### config.mk
export PLATFORM = sky130hd
export DESIGN_NAME = dlsc_stereobm_subpixel_sched
export DESIGN_NICKNAME = d
export VERILOG_FILES = /design/src/rtl/dlsc_stereobm_subpixel_sched_pkg.sv /design/src/rtl/dlsc_stereobm_subpixel_sched_fifo.sv /design/src/rtl/dlsc_stereobm_subpixel_sched.sv
export SDC_FILE = /design/constraint.sdc
export NUM_CORES = 1
export LEC_CHECK = 0
export ABC_AREA = 0
export ABC_CLOCK_PERIOD_IN_PS = 3900
export BUFFER_PORTS_ARGS = -buffer_cell sky130_fd_sc_hd__buf_2
export CAP_MARGIN = 30
export CORE_UTILIZATION = 35
export DETAILED_ROUTE_END_ITERATION = 8
export PLACE_DENSITY_LB_ADDON = 0.05
export RECOVER_POWER = 50
export REMOVE_ABC_BUFFERS = 1
export SYNTH_ARGS = -nofsm -noshare
export SYNTH_HDL_FRONTEND = slang
export SYNTH_SLANG_ARGS = --single-unit
### constraint.sdc
create_clock -name clk -period 3.9 [get_ports clk]
set_input_delay 0.39 -clock clk [delete_from_list [all_inputs] [get_ports clk]]
set_output_delay 0.39 -clock clk [all_outputs]
set_load 0.01 [all_outputs]
### src/rtl/dlsc_stereobm_subpixel_sched_pkg.sv
// Shared definitions for the stereo block-matcher sub-pixel scheduler.
// Holds the lane packing helper, the lane-ID width check and the assertion
// messages used by the scheduler and its output FIFO.
package dlsc_stereobm_subpixel_sched_pkg;

  // LSB position of lane `lane` inside a packed bus of `width`-bit fields.
  function automatic int lane_lsb(input int lane, input int width);
    return lane * width;
  endfunction

  // A lane ID must be able to name every requester.
  function automatic bit id_bits_ok(input int requesters, input int id_bits);
    return (2 ** id_bits) >= requesters;
  endfunction

  localparam string MSG_ID_BITS       = "stereobm_subpixel_sched: ID_BITS too small for REQUESTERS";
  localparam string MSG_FIFO_OVERFLOW = "stereobm_subpixel_sched: result FIFO overflow (credit accounting broken)";
  localparam string MSG_CNT_OVERFLOW  = "stereobm_subpixel_sched: credit counter above FIFO_DEPTH";

endpackage

### src/rtl/dlsc_stereobm_subpixel_sched_fifo.sv
// Synchronous FIFO with a registered output word (first-word latency 1).
// Storage is an inferred RAM of DEPTH entries plus one output register; a
// push into a completely empty FIFO bypasses the RAM straight into the
// output register so the word is visible the cycle after the push.
// Ports:
//   clk, rst      clock, synchronous active-high reset
//   wr_en_i       push (never refused; overflow is a fatal assertion)
//   wr_data_i     push data
//   rd_ready_i    consumer ready
//   rd_valid_o    output word valid
//   rd_data_o     output word, stable while rd_valid_o & !rd_ready_i
module dlsc_stereobm_subpixel_sched_fifo
  import dlsc_stereobm_subpixel_sched_pkg::*;
#(
  parameter int DEPTH = 16,
  parameter int WIDTH = 12
) (
  input  logic             clk,
  input  logic             rst,
  input  logic             wr_en_i,
  input  logic [WIDTH-1:0] wr_data_i,
  input  logic             rd_ready_i,
  output logic             rd_valid_o,
  output logic [WIDTH-1:0] rd_data_o
);

  localparam int PTR_BITS = $clog2(DEPTH);
  localparam int CNT_BITS = $clog2(DEPTH + 1);

  logic [WIDTH-1:0]    mem [DEPTH];
  logic [PTR_BITS-1:0] wr_ptr_q, rd_ptr_q;
  logic [CNT_BITS-1:0] mem_cnt_q;
  logic                out_valid_q;
  logic [WIDTH-1:0]    out_data_q;

  logic out_free, mem_rd, mem_wr, bypass, overflow;

  always_comb begin
    out_free = !out_valid_q || rd_ready_i;
    mem_rd   = out_free && (mem_cnt_q != '0);
    bypass   = out_free && (mem_cnt_q == '0) && wr_en_i;
    mem_wr   = wr_en_i && !bypass;
    overflow = mem_wr && !mem_rd && (mem_cnt_q == CNT_BITS'(DEPTH));
  end

  always_ff @(posedge clk) begin
    if (mem_wr) begin
      mem[wr_ptr_q] <= wr_data_i;
    end
  end

  always_ff @(posedge clk) begin
    if (rst) begin
      wr_ptr_q    <= '0;
      rd_ptr_q    <= '0;
      mem_cnt_q   <= '0;
      out_valid_q <= 1'b0;
      out_data_q  <= '0;
    end else begin
      if (mem_wr) wr_ptr_q <= wr_ptr_q + 1'b1;
      if (mem_rd) rd_ptr_q <= rd_ptr_q + 1'b1;
      case ({mem_wr, mem_rd})
        2'b10:   mem_cnt_q <= mem_cnt_q + 1'b1;
        2'b01:   mem_cnt_q <= mem_cnt_q - 1'b1;
        default: mem_cnt_q <= mem_cnt_q;
      endcase
      // Output register only changes once the current word has been taken.
      if (out_free) begin
        out_valid_q <= mem_rd || bypass;
        if (mem_rd) begin
          out_data_q <= mem[rd_ptr_q];
        end else if (bypass) begin
          out_data_q <= wr_data_i;
        end
      end
    end
  end

  assign rd_valid_o = out_valid_q;
  assign rd_data_o  = out_data_q;

  a_no_overflow: assert property (@(posedge clk) disable iff (rst) !overflow)
    else $fatal(1, MSG_FIFO_OVERFLOW);

endmodule

### src/rtl/dlsc_stereobm_subpixel_sched.sv
// Shares one fixed-latency, non-stallable sub-pixel refinement unit between
// REQUESTERS disparity lanes. Requests are granted round-robin, registered
// onto the sp_* inputs of the shared unit, tagged with the lane ID through a
// tag pipe matching the unit latency, and collected in an output FIFO.
// A credit counter covers in-flight items plus FIFO occupancy so a result
// always has a slot waiting for it, regardless of out_ready.
// Ports:
//   clk, rst                        clock, synchronous active-high reset
//   in_valid/in_ready               per-lane handshake (in_ready one-hot or 0)
//   in_disp/in_sad/in_lo/in_hi      packed lane operands
//   sp_disp/sp_sad/sp_lo/sp_hi      registered operands to the shared unit
//   sp_out_disp                     shared-unit result, SP_LATENCY after sp_*
//   out_valid/out_ready             result handshake
//   out_id/out_disp                 originating lane and refined disparity
module dlsc_stereobm_subpixel_sched
  import dlsc_stereobm_subpixel_sched_pkg::*;
#(
  parameter int REQUESTERS  = 4,
  parameter int ID_BITS     = 2,
  parameter int DISP_BITS   = 6,
  parameter int SUB_BITS    = 4,
  parameter int SAD_BITS    = 16,
  parameter int SP_LATENCY  = 11,
  parameter int FIFO_DEPTH  = 16,
  parameter int DISP_BITS_S = DISP_BITS + SUB_BITS
) (
  input  logic                           clk,
  input  logic                           rst,
  input  logic [REQUESTERS-1:0]          in_valid,
  output logic [REQUESTERS-1:0]          in_ready,
  input  logic [REQUESTERS*DISP_BITS-1:0] in_disp,
  input  logic [REQUESTERS*SAD_BITS-1:0] in_sad,
  input  logic [REQUESTERS*SAD_BITS-1:0] in_lo,
  input  logic [REQUESTERS*SAD_BITS-1:0] in_hi,
  output logic [DISP_BITS-1:0]           sp_disp,
  output logic [SAD_BITS-1:0]            sp_sad,
  output logic [SAD_BITS-1:0]            sp_lo,
  output logic [SAD_BITS-1:0]            sp_hi,
  input  logic [DISP_BITS_S-1:0]         sp_out_disp,
  input  logic                           out_ready,
  output logic                           out_valid,
  output logic [ID_BITS-1:0]             out_id,
  output logic [DISP_BITS_S-1:0]         out_disp
);

  localparam int  CNT_BITS   = $clog2(FIFO_DEPTH + 1);
  localparam bit  ID_BITS_OK = id_bits_ok(REQUESTERS, ID_BITS);

  logic [CNT_BITS-1:0] cnt_q, cnt_d;
  logic [ID_BITS-1:0]  rr_ptr_q;
  logic [ID_BITS-1:0]  grant;
  logic                grant_found, credit_ok, accept, pop;

  // Round-robin search starting just after the last accepted lane.
  always_comb begin
    int idx;
    logic [ID_BITS-1:0] cand;
    idx         = 0;
    cand        = '0;
    grant       = '0;
    grant_found = 1'b0;
    for (int i = 1; i <= REQUESTERS; i++) begin
      idx = int'(rr_ptr_q) + i;
      if (idx >= REQUESTERS) idx = idx - REQUESTERS;
      cand = ID_BITS'(idx);
      if (!grant_found && in_valid[cand]) begin
        grant_found = 1'b1;
        grant       = cand;
      end
    end
  end

  // No same-cycle pop bypass: keeps in_ready off the out_ready path.
  assign credit_ok = cnt_q < CNT_BITS'(FIFO_DEPTH);
  assign accept    = !rst && grant_found && credit_ok;
  assign pop       = out_valid && out_ready;

  always_comb begin
    in_ready = '0;
    if (accept) in_ready[grant] = 1'b1;
  end

  always_comb begin
    case ({accept, pop})
      2'b10:   cnt_d = cnt_q + 1'b1;
      2'b01:   cnt_d = cnt_q - 1'b1;
      default: cnt_d = cnt_q;
    endcase
  end

  always_ff @(posedge clk) begin
    if (rst) begin
      cnt_q    <= '0;
      rr_ptr_q <= ID_BITS'(REQUESTERS - 1);
    end else begin
      cnt_q <= cnt_d;
      if (accept) rr_ptr_q <= grant;
    end
  end

  // Issue stage: operands of the granted lane, held while idle.
  always_ff @(posedge clk) begin
    if (rst) begin
      sp_disp <= '0;
      sp_sad  <= '0;
      sp_lo   <= '0;
      sp_hi   <= '0;
    end else if (accept) begin
      sp_disp <= in_disp[lane_lsb(int'(grant), DISP_BITS) +: DISP_BITS];
      sp_sad  <= in_sad [lane_lsb(int'(grant), SAD_BITS)  +: SAD_BITS];
      sp_lo   <= in_lo  [lane_lsb(int'(grant), SAD_BITS)  +: SAD_BITS];
      sp_hi   <= in_hi  [lane_lsb(int'(grant), SAD_BITS)  +: SAD_BITS];
    end
  end

  // Tag pipe: stage k is valid at T+1+k, so stage SP_LATENCY lines up with
  // sp_out_disp. Valid bits are reset; IDs are plain shift registers.
  logic [SP_LATENCY:0] tag_valid_q;
  logic [ID_BITS-1:0]  tag_id_q [SP_LATENCY+1];

  generate
    for (genvar gi = 0; gi <= SP_LATENCY; gi++) begin : g_tag
      if (gi == 0) begin : g_head
        always_ff @(posedge clk) begin
          if (rst) tag_valid_q[gi] <= 1'b0;
          else     tag_valid_q[gi] <= accept;
        end
        always_ff @(posedge clk) tag_id_q[gi] <= grant;
      end else begin : g_body
        always_ff @(posedge clk) begin
          if (rst) tag_valid_q[gi] <= 1'b0;
          else     tag_valid_q[gi] <= tag_valid_q[gi-1];
        end
        always_ff @(posedge clk) tag_id_q[gi] <= tag_id_q[gi-1];
      end
    end
  endgenerate

  dlsc_stereobm_subpixel_sched_fifo #(
    .DEPTH (FIFO_DEPTH),
    .WIDTH (ID_BITS + DISP_BITS_S)
  ) u_fifo (
    .clk        (clk),
    .rst        (rst),
    .wr_en_i    (tag_valid_q[SP_LATENCY]),
    .wr_data_i  ({tag_id_q[SP_LATENCY], sp_out_disp}),
    .rd_ready_i (out_ready),
    .rd_valid_o (out_valid),
    .rd_data_o  ({out_id, out_disp})
  );

  a_id_bits: assert property (@(posedge clk) ID_BITS_OK)
    else $fatal(1, MSG_ID_BITS);
  a_cnt_range: assert property (@(posedge clk) disable iff (rst) cnt_q <= CNT_BITS'(FIFO_DEPTH))
    else $fatal(1, MSG_CNT_OVERFLOW);

endmodule

==> qor.yml, run 1 <==
setup_path:
  start_kind: "flip-flop"
  cpMaxStageDelayCell: "or4_1"
  cpPeakStageDelay_ns: 0.56
  crit_fanout: 9
  path_buf_inv: 2
  path_cells: "or4_1 -> o31a_1 -> inv_1 -> ha_1 -> inv_1 -> fa_1 -> nor2b_1 -> o21ai_0 -> and3_1 -> or4_1 -> a21oi_1"
  path_delay_family: "simple AND/OR/NAND/NOR gates"
  critPathKind: "reg2reg"
  cp-end-kind: "flip-flop"
  required_ns: 4.32
  cp_data_arrival_time_ns: 3.72
power_and_ir_drop:
  clkPwrFrac: 0.355
  power_mw: 9.533
  peakVddDrop_uv: 246.8
  p_switching_mw: 2.689
  power_frac_seq: 0.435
  p_sw_frac: 0.2821
  cellInternalPower_mw: 6.844
  powerDensity_nw_per_um2: 574.6
  p_leak_nw: 6.245
  combPwrFrac: 0.210
floorplan:
  ioPinCount: 304
  core-area_um2: 37580
  die_x_um: 197.4
  die_area_um2: 38960
  initial_core_util: 0.3556
  placementRows: 71
  die_y_um: 197.4
cells_and_area:
  finalNonFillerCells: 1804
  mostFrequentLayoutCells: "buf_2 (230), edfxtp_1 (192), dfxtp_1 (124), mux2i_1 (99), clkbuf_1 (78)"
  nNetsFinal: 1512
  drive_gt1_frac: 0.2990
  design_area_um2: 16590
  fin_util: 0.4415
  syn2layout_area_growth_pct: 24.15
  layout_commonest_cell: "buf_2"
drt:
  wl_met1_mm: 15.54
  routed_wl_mm: 37.14
  dr.pass1.iters: 4
  vias: 8976
  met2WireLength_mm: 18.48
  dr_wl_met3_mm: 1.985
  vias_per_cell: 4.976
  highest_layer: "met5"
  final_antenna_net_count: 0
  drcViolationCount: 0
  drt_iter0_markers: 455
  wl_per_cell_um: 20.59
place:
  dp.cells: 1738
  place_congestion: 0.7783
  place_hpwl_mm: 25.04
  portBuffers: 303
  dpl_cell_area_um2: 15500
global_routing:
  grt_max_degree: 50
  grt-ovfl-total: 0
  antenna_found_initial: 3
  grtUsageTotal: 0.1883
  grt_pass1_vias: 8970
  grt_pass1_wl_mm: 54.55
cts:
  tritoncts: "built"
  clock_latency_ns: 0.52
  cts_setup_buffers: 0
  clk_pin_slew_ns: 0.06
  cts_buffer_depth: 3
  cts_root_buf: "clkbuf_16"
  cts_resized: 0
  holdBufCountCts: 0
  clock_sinks: 319
  numCtsBuffers: 36
  htreeDepth: 2
synth:
  yosys.area.top_type_share: 0.4315
  yosys_warnings: 0
  synthAdderAreaFrac: 0.01367
  synth_ff_type: "edfxtp_1"
  synthTopCellsByArea: "edfxtp_1 (43%), dfxtp_1 (19%), mux4_2 (8.1%), mux2i_1 (7.4%), o221ai_1 (2.8%)"
  ys_seq_area_frac: 0.6217
  synth_area_per_cell_um2: 13.96
  synthCells: 957
  yosys_register_bits: 319
  synth_top_family_by_area: "multiplexers"
  synthArstFlopShare: 0
  yosysUniqueCellTypes: 50
  yosysTopAreaCell: "edfxtp_1"
  synth_edf_count: 192
  syn_area_um2: 13360
  synth_xor_area_frac: 0.007865
  synth_compound_area_frac: 0.08961
  synth_simple_gate_area_frac: 0.07556
  yosys-mux-area-fraction: 0.1559
timing:
  period_minus_slack_ns: 3.297
  finClkSkew_ns: 0.01482
  setup_viol: 0
  slew_viol_final: 36
  post-route-period-util: 0.8455
  rsz0062_at_grt: "no"
  worst_pin_slew_ns: 1.611
  maxSlewHeadroom: -0.07412
  setup_tns_ns: 0
  fmax_ghz: 0.3033
  hold_viol_final: 0
status:
  violations: "capacitance limit, slew limit"
  run_status: "finished, violations left"
hold_path:
  hold_path.class: "in2reg"
flow_run:
  maxCapViolCount: 1
worst min-delay path, delay by kind of cell:
family,cells,cell delay (ns)
muxes,1,0.05
buffers and inverters,1,0.08
AOI/OAI and AO/OA,1,0.15
metrics by stage:
step	hold slack [ns]	setup WS, ns
finish	0.1786	0.6027
detailed placement	0.3121	0.6369
global route	0.1688	0.3762
CTS	0.1059	0.6169
global placement	0.3099	0.6302
floorplan	0.3096	0.4589
worst paths after layout:
path | from | end | slack (ns) | cells past startpoint
min | in_lo[7] | sp_lo[7]$_SDFFE_PP0P_ | 0.18 | 3
min reg2reg | tag_id_q[2][2]$_DFF_P_ | tag_id_q[2][4]$_DFF_P_ | 0.32 | 0
max | u_fifo.mem_cnt_q[0]$_SDFFE_PP0P_ | u_fifo.mem_cnt_q[4]$_SDFFE_PP0P_ | 0.60 | 11
max reg2reg | u_fifo.mem_cnt_q[0]$_SDFFE_PP0P_ | u_fifo.mem_cnt_q[4]$_SDFFE_PP0P_ | 0.60 | 11
state kept, by name, indices dropped and copies added, names as in the netlist, named ones only:
signal / cells
u_fifo.mem: 192
tag_id_q: 24
sp_hi: 16
sp_lo: 16
sp_sad: 16
tag_valid_q: 12
u_fifo.rd_data_o: 12
sp_disp: 6
cnt_q: 5
u_fifo.mem_cnt_q: 5
u_fifo.rd_ptr_q: 4
u_fifo.wr_ptr_q: 4
rr_ptr_q: 2
u_fifo.rd_valid_o: 1
synthesized netlist by cell type (2+ instances only):
master and count:
edfxtp_1 192, dfxtp_1 127, mux2i_1 99, nand2_1 64
mux4_2 48, o221ai_1 42, clkbuf_1 37, nor2_1 36
inv_1 34, nor2b_1 28, o211ai_1 26, a31oi_1 25
a211oi_1 24, and4_1 24, o21ai_0 20, buf_2 18
ha_1 13, a21oi_1 10, nand2b_1 10, o21ai_1 9
xor2_1 9, buf_6 7, nor3_1 6, buf_1 5
a21o_1 4, and3_1 3, nand4_1 3, xnor2_1 3
a21oi_2 2, and2_1 2, buf_4 2, inv_2 2
nand3_1 2, nor3b_1 2, nor4_1 2, o31ai_1 2
or4_1 2
routing by layer:
metal,vias to the layer above,track usage
met1,4341,0.2340
met4,4,0.06029
met5,-,0
met2,252,0.3238
li1,4312,-
met3,67,0.04166
cell families (layout without fill, tap and decap cells):
logic type               after synthesis  after routing
multiplexers                         148            148
AND/OR/NAND/NOR                      190            190
AO/OA/AOI/OAI                        169            169
adder cells (fa/ha/maj)               14             14
buffers and inverters                105            439
other                                  0              2
flip-flops                           319            319
XOR/XNOR                              12             12
cell type report:
class | instances | area, um^2
flip-flops and latches | 319 | 8314
well taps | 511 | 639.4
clock buffers | 43 | 968.4
inverters | 36 | 137.6
repair buffers | 339 | 1699
fillers | 3497 | 20990
clock inverters | 21 | 214.0
multi-input cells | 533 | 4612
diodes | 2 | 5.005
power by group through the flow:
stage | sequential [mW] | clock (mW) | combinational, mW
final | 4.14 | 3.38 | 2.01
after global routing | 4.20 | 3.61 | 2.20
after CTS | 4.15 | 3.48 | 2.08
after detailed placement | 4.22 | 0 | 2.08
after global placement | 4.22 | 0 | 2.07
after floorplan | 4.26 | 0 | 1.21
Power figures use the tool's default switching activity.
==> inputs of run 2 (changes only) <==
ABC_CLOCK_PERIOD_IN_PS = 3200   (was 3900)
clock period = 3.2 ns   (was 3.9 ns; I/O delays follow)
==> run 2 against run 1 <==
Net effect: the run still ends with capacitance limit, slew limit left; clock-buffer cell count increased by 3; register-to-register slack got worse by 0.43 ns; fmax increased by 9.1%; critical endpoint unchanged; hold slack got worse by 0.065 ns; die area unchanged; core utilization increased by 0.36 points; largest power group unchanged; power increased by 24%; non-clock buffer count increased by 4; routed wire length increased by 0.73%.
==> qor.yml, run 2 (synthesis gave the netlist of run 1 again) <==
status:
  run_status: "finished, violations left"
  violations: "capacitance limit, slew limit"
drt:
  drcViolationCount: 0
  wl_per_cell_um: 20.70
  drt_iter0_markers: 407
  final_antenna_net_count: 0
  vias_per_cell: 4.997
  vias: 9029
  routed_wl_mm: 37.41
  dr.pass1.iters: 4
setup_path:
  path_buf_inv: 2
  path_cells: "or4_1 -> o31a_1 -> inv_1 -> ha_4 -> inv_1 -> fa_2 -> nor2b_2 -> o21ai_0 -> and3_1 -> or4_1 -> a21oi_1"
  critPathKind: "reg2reg"
  crit_fanout: 5
  cpMaxStageDelayCell: "or4_1"
  cp-end-kind: "flip-flop"
  path_delay_family: "simple AND/OR/NAND/NOR gates"
  cpPeakStageDelay_ns: 0.55
  reg2reg_from: "u_fifo.mem_cnt_q[0]$_SDFFE_PP0P_"
  cp_data_arrival_time_ns: 3.44
  start_kind: "flip-flop"
  required_ns: 3.62
  critPathLaunch: "u_fifo.mem_cnt_q[0]$_SDFFE_PP0P_"
timing:
  post-route-period-util: 0.9446
  setup_viol: 0
  finClkSkew_ns: 0.01078
  final.setup.worst_slack_ns: 0.1771
  hold_viol_final: 0
  worst_pin_slew_ns: 1.599
  slew_viol_final: 36
  fmax_ghz: 0.3308
  whs_ns: 0.1136
  maxSlewHeadroom: -0.06586
  period_minus_slack_ns: 3.023
place:
  place_hpwl_mm: 25.10
  dpl_cell_area_um2: 15580
  portBuffers: 303
  pre_cts_ws_ns: 0.1223
  place_congestion: 0.8341
global_routing:
  met3_usage: 0.03671
  grtUsageTotal: 0.1904
  grt_pass1_vias: 9039
  grt-ovfl-total: 0
  met2_usage: 0.3246
  gr-usage-met1: 0.2406
  antenna_found_initial: 3
  grt_max_degree: 56
  grt_pass1_wl_mm: 55.04
  grt_busiest_layer: "met2"
power_and_ir_drop:
  powerDensity_nw_per_um2: 707.0
  peakVddDrop_uv: 328.7
  p_leak_nw: 6.300
cells_and_area:
  drive_gt1_frac: 0.3027
  n_fill_cell: 3517
  nNetsFinal: 1516
  largest_register_ffs: 192
  largest_register: "u_fifo.mem"
  design_area_um2: 16720
  reg_top3: "u_fifo.mem (192), tag_id_q (24)"
  layout_commonest_cell: "buf_2"
  syn2layout_area_growth_pct: 25.16
  mostFrequentLayoutCells: "buf_2 (229), edfxtp_1 (192), dfxtp_1 (125), mux2i_1 (99), clkbuf_1 (80)"
floorplan:
  core-area_um2: 37580
  placementRows: 71
  die_x_um: 197.4
  die_y_um: 197.4
  die_area_um2: 38960
  initial_core_util: 0.3556
  ioPinCount: 304
cts:
  clock_sinks: 319
  cts_buffer_depth: 3
  clock_latency_ns: 0.52
  tritoncts: "built"
  cts_root_buf: "clkbuf_16"
  holdBufCountCts: 0
  clk_pin_slew_ns: 0.06
  numCtsBuffers: 36
  htreeDepth: 2
hold_path:
  hold_path.class: "in2reg"
  hp-start: "in_lo[43]"
flow_run:
  maxCapViolCount: 1
[run 2: worst paths after layout]
path                                                          to  slack (ns)  depth (start not counted)
worst max-delay path            u_fifo.mem_cnt_q[4]$_SDFFE_PP0P_        0.18                         11
worst min-delay path                      sp_lo[11]$_SDFFE_PP0P_        0.11                          3
worst max register to register  u_fifo.mem_cnt_q[4]$_SDFFE_PP0P_        0.18                         11
worst min register to register            tag_id_q[0][3]$_DFF_P_        0.32                          0
[run 2: area by class of cell]
type                            count  area [um^2]  share of cell area
Multi-Input combinational cell    533         4622              0.2764
Timing Repair Buffer              343         1783              0.1066
Antenna cell                        1        2.502           0.0001496
Tap cell                          511        639.4             0.03823
Inverter                           36        137.6            0.008229
Clock inverter                     18        239.0             0.01429
Sequential cell                   319         8313              0.4970
Clock buffer                       46        988.4             0.05910
[run 2: per-stage QoR]
stage	setup TNS, ns	power [mW]	instances	util
2_1_floorplan	-9.664	6.659	888	-
3_3_place_gp	0	7.716	1742	0.4146
3_5_place_dp	0	7.733	1742	0.4146
6_report	0	11.83	1807	0.4451
5_1_grt	-0.00006284	12.40	1807	0.4451
4_1_cts	0	12.01	1806	0.4472
[run 2: tightest hold or removal path, delay by kind of cell]
kind / cells / cell delay, ns
AO/OA/AOI/OAI: 1 / 0.14
multiplexers: 1 / 0.05
buffers and inverters: 1 / 0.07
[run 2: repair_timing]
| action | CTS | global route |
|---|---|---|
| buffers inserted | 0 | 0 |
| gates resized for setup | 0 | 4 |
| setup endpoints to repair | 0 | 1 |
[run 2: where the power goes]
| group | switching (mW) | internal (mW) | total, mW |
|---|---|---|---|
| clock network | 1.64 | 2.60 | 4.24 |
| logic | 1.38 | 1.19 | 2.57 |
| registers | 0.293 | 4.72 | 5.01 |
[run 2: metal layers]
layer  wire (um)  part of all wire  up-vias
met5          22           0.00059        -
met4        1056             0.028        4
met3        1902             0.051       67
met2       18580              0.50      265
met1       15840              0.42     4375
li1            -                 -     4318
==> inputs of run 3 (changes only) <==
CTS_BUF_LIST = sky130_fd_sc_hd__clkbuf_8   (was not set)
GPL_ROUTABILITY_DRIVEN = 0   (was not set)
==> run 3 against run 2 <==
Net effect: the flow now finishes without violations; sequential share of layout area rose by 0.33 points; global-route usage rose by 0.31 points; die area unchanged; via count is 1.6% higher; final cell count rose by 2.2%; critical path type unchanged; critical endpoint unchanged; largest cell class unchanged; highest routed layer unchanged.
==> qor.yml, run 3 (synthesis gave the netlist of run 1 again) <==
power_and_ir_drop:
  p_sw_frac: 0.2976
  cellInternalPower_mw: 7.900
  combPwrFrac: 0.229
  power_frac_seq: 0.446
  powerDensity_nw_per_um2: 676.9
  clkPwrFrac: 0.326
  p_leak_nw: 6.324
  p_switching_mw: 3.346
  peakVddDrop_uv: 281.4
  power_mw: 11.25
drt:
  dr.pass1.iters: 5
  vias_per_cell: 4.965
  final_antenna_net_count: 0
  vias: 9171
  routed_wl_mm: 37.86
  wl_per_cell_um: 20.50
  drcViolationCount: 0
  drt_iter0_markers: 425
global_routing:
  grt_max_degree: 56
  antenna_found_initial: 3
  grt_pass1_wl_mm: 55.99
  grtUsageTotal: 0.1935
  grt-ovfl-total: 0
  grt_pass1_vias: 9281
setup_path:
  path_delay_family: "simple AND/OR/NAND/NOR gates"
  required_ns: 3.71
  cp_num_cells: 11
  cp_data_arrival_time_ns: 3.53
  start_kind: "flip-flop"
  cp-end-kind: "flip-flop"
  r2r_cells: 11
  cpPeakStageDelay_ns: 0.56
  critPathKind: "reg2reg"
  regToRegEndpoint: "u_fifo.mem_cnt_q[4]$_SDFFE_PP0P_"
  path_buf_inv: 2
  critPathLaunch: "u_fifo.mem_cnt_q[0]$_SDFFE_PP0P_"
  r2r_slack_ns: 0.18
  path_cells: "or4_1 -> o31a_1 -> inv_1 -> ha_4 -> inv_1 -> fa_2 -> nor2b_2 -> o21ai_0 -> and3_1 -> or4_1 -> a21oi_1"
  cpMaxStageDelayCell: "or4_1"
  reg2reg_from: "u_fifo.mem_cnt_q[0]$_SDFFE_PP0P_"
  crit_fanout: 5
floorplan:
  core-area_um2: 37580
  die_area_um2: 38960
  initial_core_util: 0.3556
  ioPinCount: 304
  die_x_um: 197.4
  placementRows: 71
  die_y_um: 197.4
cells_and_area:
  largest_register: "u_fifo.mem"
  syn2layout_area_growth_pct: 24.34
  layout_commonest_cell: "buf_2"
  nNetsFinal: 1536
  fin_util: 0.4421
  reg_top3: "u_fifo.mem (192), tag_id_q (24)"
  n_fill_cell: 3548
  largest_register_ffs: 192
  mostFrequentLayoutCells: "buf_2 (230), edfxtp_1 (192), dfxtp_1 (125), mux2i_1 (99), clkbuf_1 (73)"
  design_area_um2: 16610
  finalNonFillerCells: 1847
  drive_gt1_frac: 0.3139
place:
  portBuffers: 303
  dp.cells: 1742
  pre_cts_ws_ns: 0.1223
  dpl_cell_area_um2: 15580
  place_hpwl_mm: 25.10
timing:
  hold_viol_final: 0
  setup_viol: 0
  fmax_ghz: 0.3313
  post-route-period-util: 0.9434
  worst_pin_slew_ns: 0.9153
  period_minus_slack_ns: 3.019
  slew_viol_final: 0
  maxSlewHeadroom: 0.3898
  final.setup.worst_slack_ns: 0.1812
  rsz0062_at_grt: "no"
  setup_tns_ns: 0
  whs_ns: 0.04897
  finClkSkew_ns: 0.01526
cts:
  cts_root_buf: "clkbuf_8"
  cts_buffer_depth: 3
  clock_latency_ns: 0.58
  numCtsBuffers: 55
  htreeDepth: 2
  tritoncts: "built"
  clk_pin_slew_ns: 0.06
  cts_setup_buffers: 0
  clock_sinks: 319
flow_run:
  maxCapViolCount: 0
status:
  run_status: "completed"
hold_path:
  worstHoldPathCells: 3
  holdPathEnd: "sp_sad[0]$_SDFFE_PP0P_"
  hp-start: "in_sad[0]"
  hold_path.class: "in2reg"
-- run 3: cell count changes in the layout (fill, tap and decap cells not counted), moves of 2 or more --
cell	previous run	this run
clkinv_2	5	15
inv_6	2	0
clkinv_1	2	12
clkbuf_16	36	0
inv_1	34	42
clkbuf_8	5	64
clkbuf_1	80	73
bufinv_16	5	2
-- run 3: layout make-up --
cell class / count / area [um^2] / share of cell area
sequential: 319 / 8313 / 0.5003
multi-input combinational: 533 / 4618 / 0.2780
timing repair buffer: 344 / 1798 / 0.1082
clock buffer: 64 / 880.8 / 0.05302
tap: 511 / 639.4 / 0.03848
clock inverter: 39 / 225.2 / 0.01356
inverter: 36 / 137.6 / 0.008284
antenna: 1 / 2.502 / 0.0001506
-- run 3: worst max path at each step --
stage | slack [ns] | endpoint
floorplan | -0.17 | sp_disp[0]$_SDFFE_PP0P_
global placement | 0.13 | u_fifo.mem_cnt_q[4]$_SDFFE_PP0P_
detailed placement | 0.12 | u_fifo.mem_cnt_q[4]$_SDFFE_PP0P_
CTS | 0.08 | u_fifo.mem_cnt_q[4]$_SDFFE_PP0P_
global route | 0.03 | u_fifo.mem_cnt_q[4]$_SDFFE_PP0P_
finish | 0.18 | u_fifo.mem_cnt_q[4]$_SDFFE_PP0P_
-- run 3: power groups by stage --
stage,Clock [mW],Sequential (mW),Combinational [mW]
2_1_floorplan,0,5.19,1.47
3_3_place_gp,0,5.09,2.62
3_5_place_dp,0,5.10,2.63
4_1_cts,3.80,5.02,2.64
5_1_grt,3.99,5.07,2.81
6_report,3.66,5.01,2.57
-- run 3: timing repair --
action / CTS / global route
endpoints found under the setup margin: 0 / 1
hold endpoints to repair: 1 / 0
resized for setup: 0 / 4
hold buffers: 1 / 0
-- run 3: per-layer routing --
metal | up-vias | GRT usage | wire (um)
li1 | 4371 | - | -
met1 | 4427 | 0.2406 | 15540
met2 | 316 | 0.3329 | 19110
met3 | 53 | 0.04371 | 2338
met4 | 4 | 0.06001 | 851
met5 | - | 0 | 22
-- run 3: worst register-to-register path, stage by stage (launching register included) --
cell     delay [ns]
dfxtp_1        0.35
or4_1          0.56
o31a_1         0.31
inv_1          0.09
ha_4           0.16
inv_1          0.08
fa_2           0.40
nor2b_2        0.14
o21ai_0        0.11
and3_1         0.22
or4_1          0.39
a21oi_1        0.15
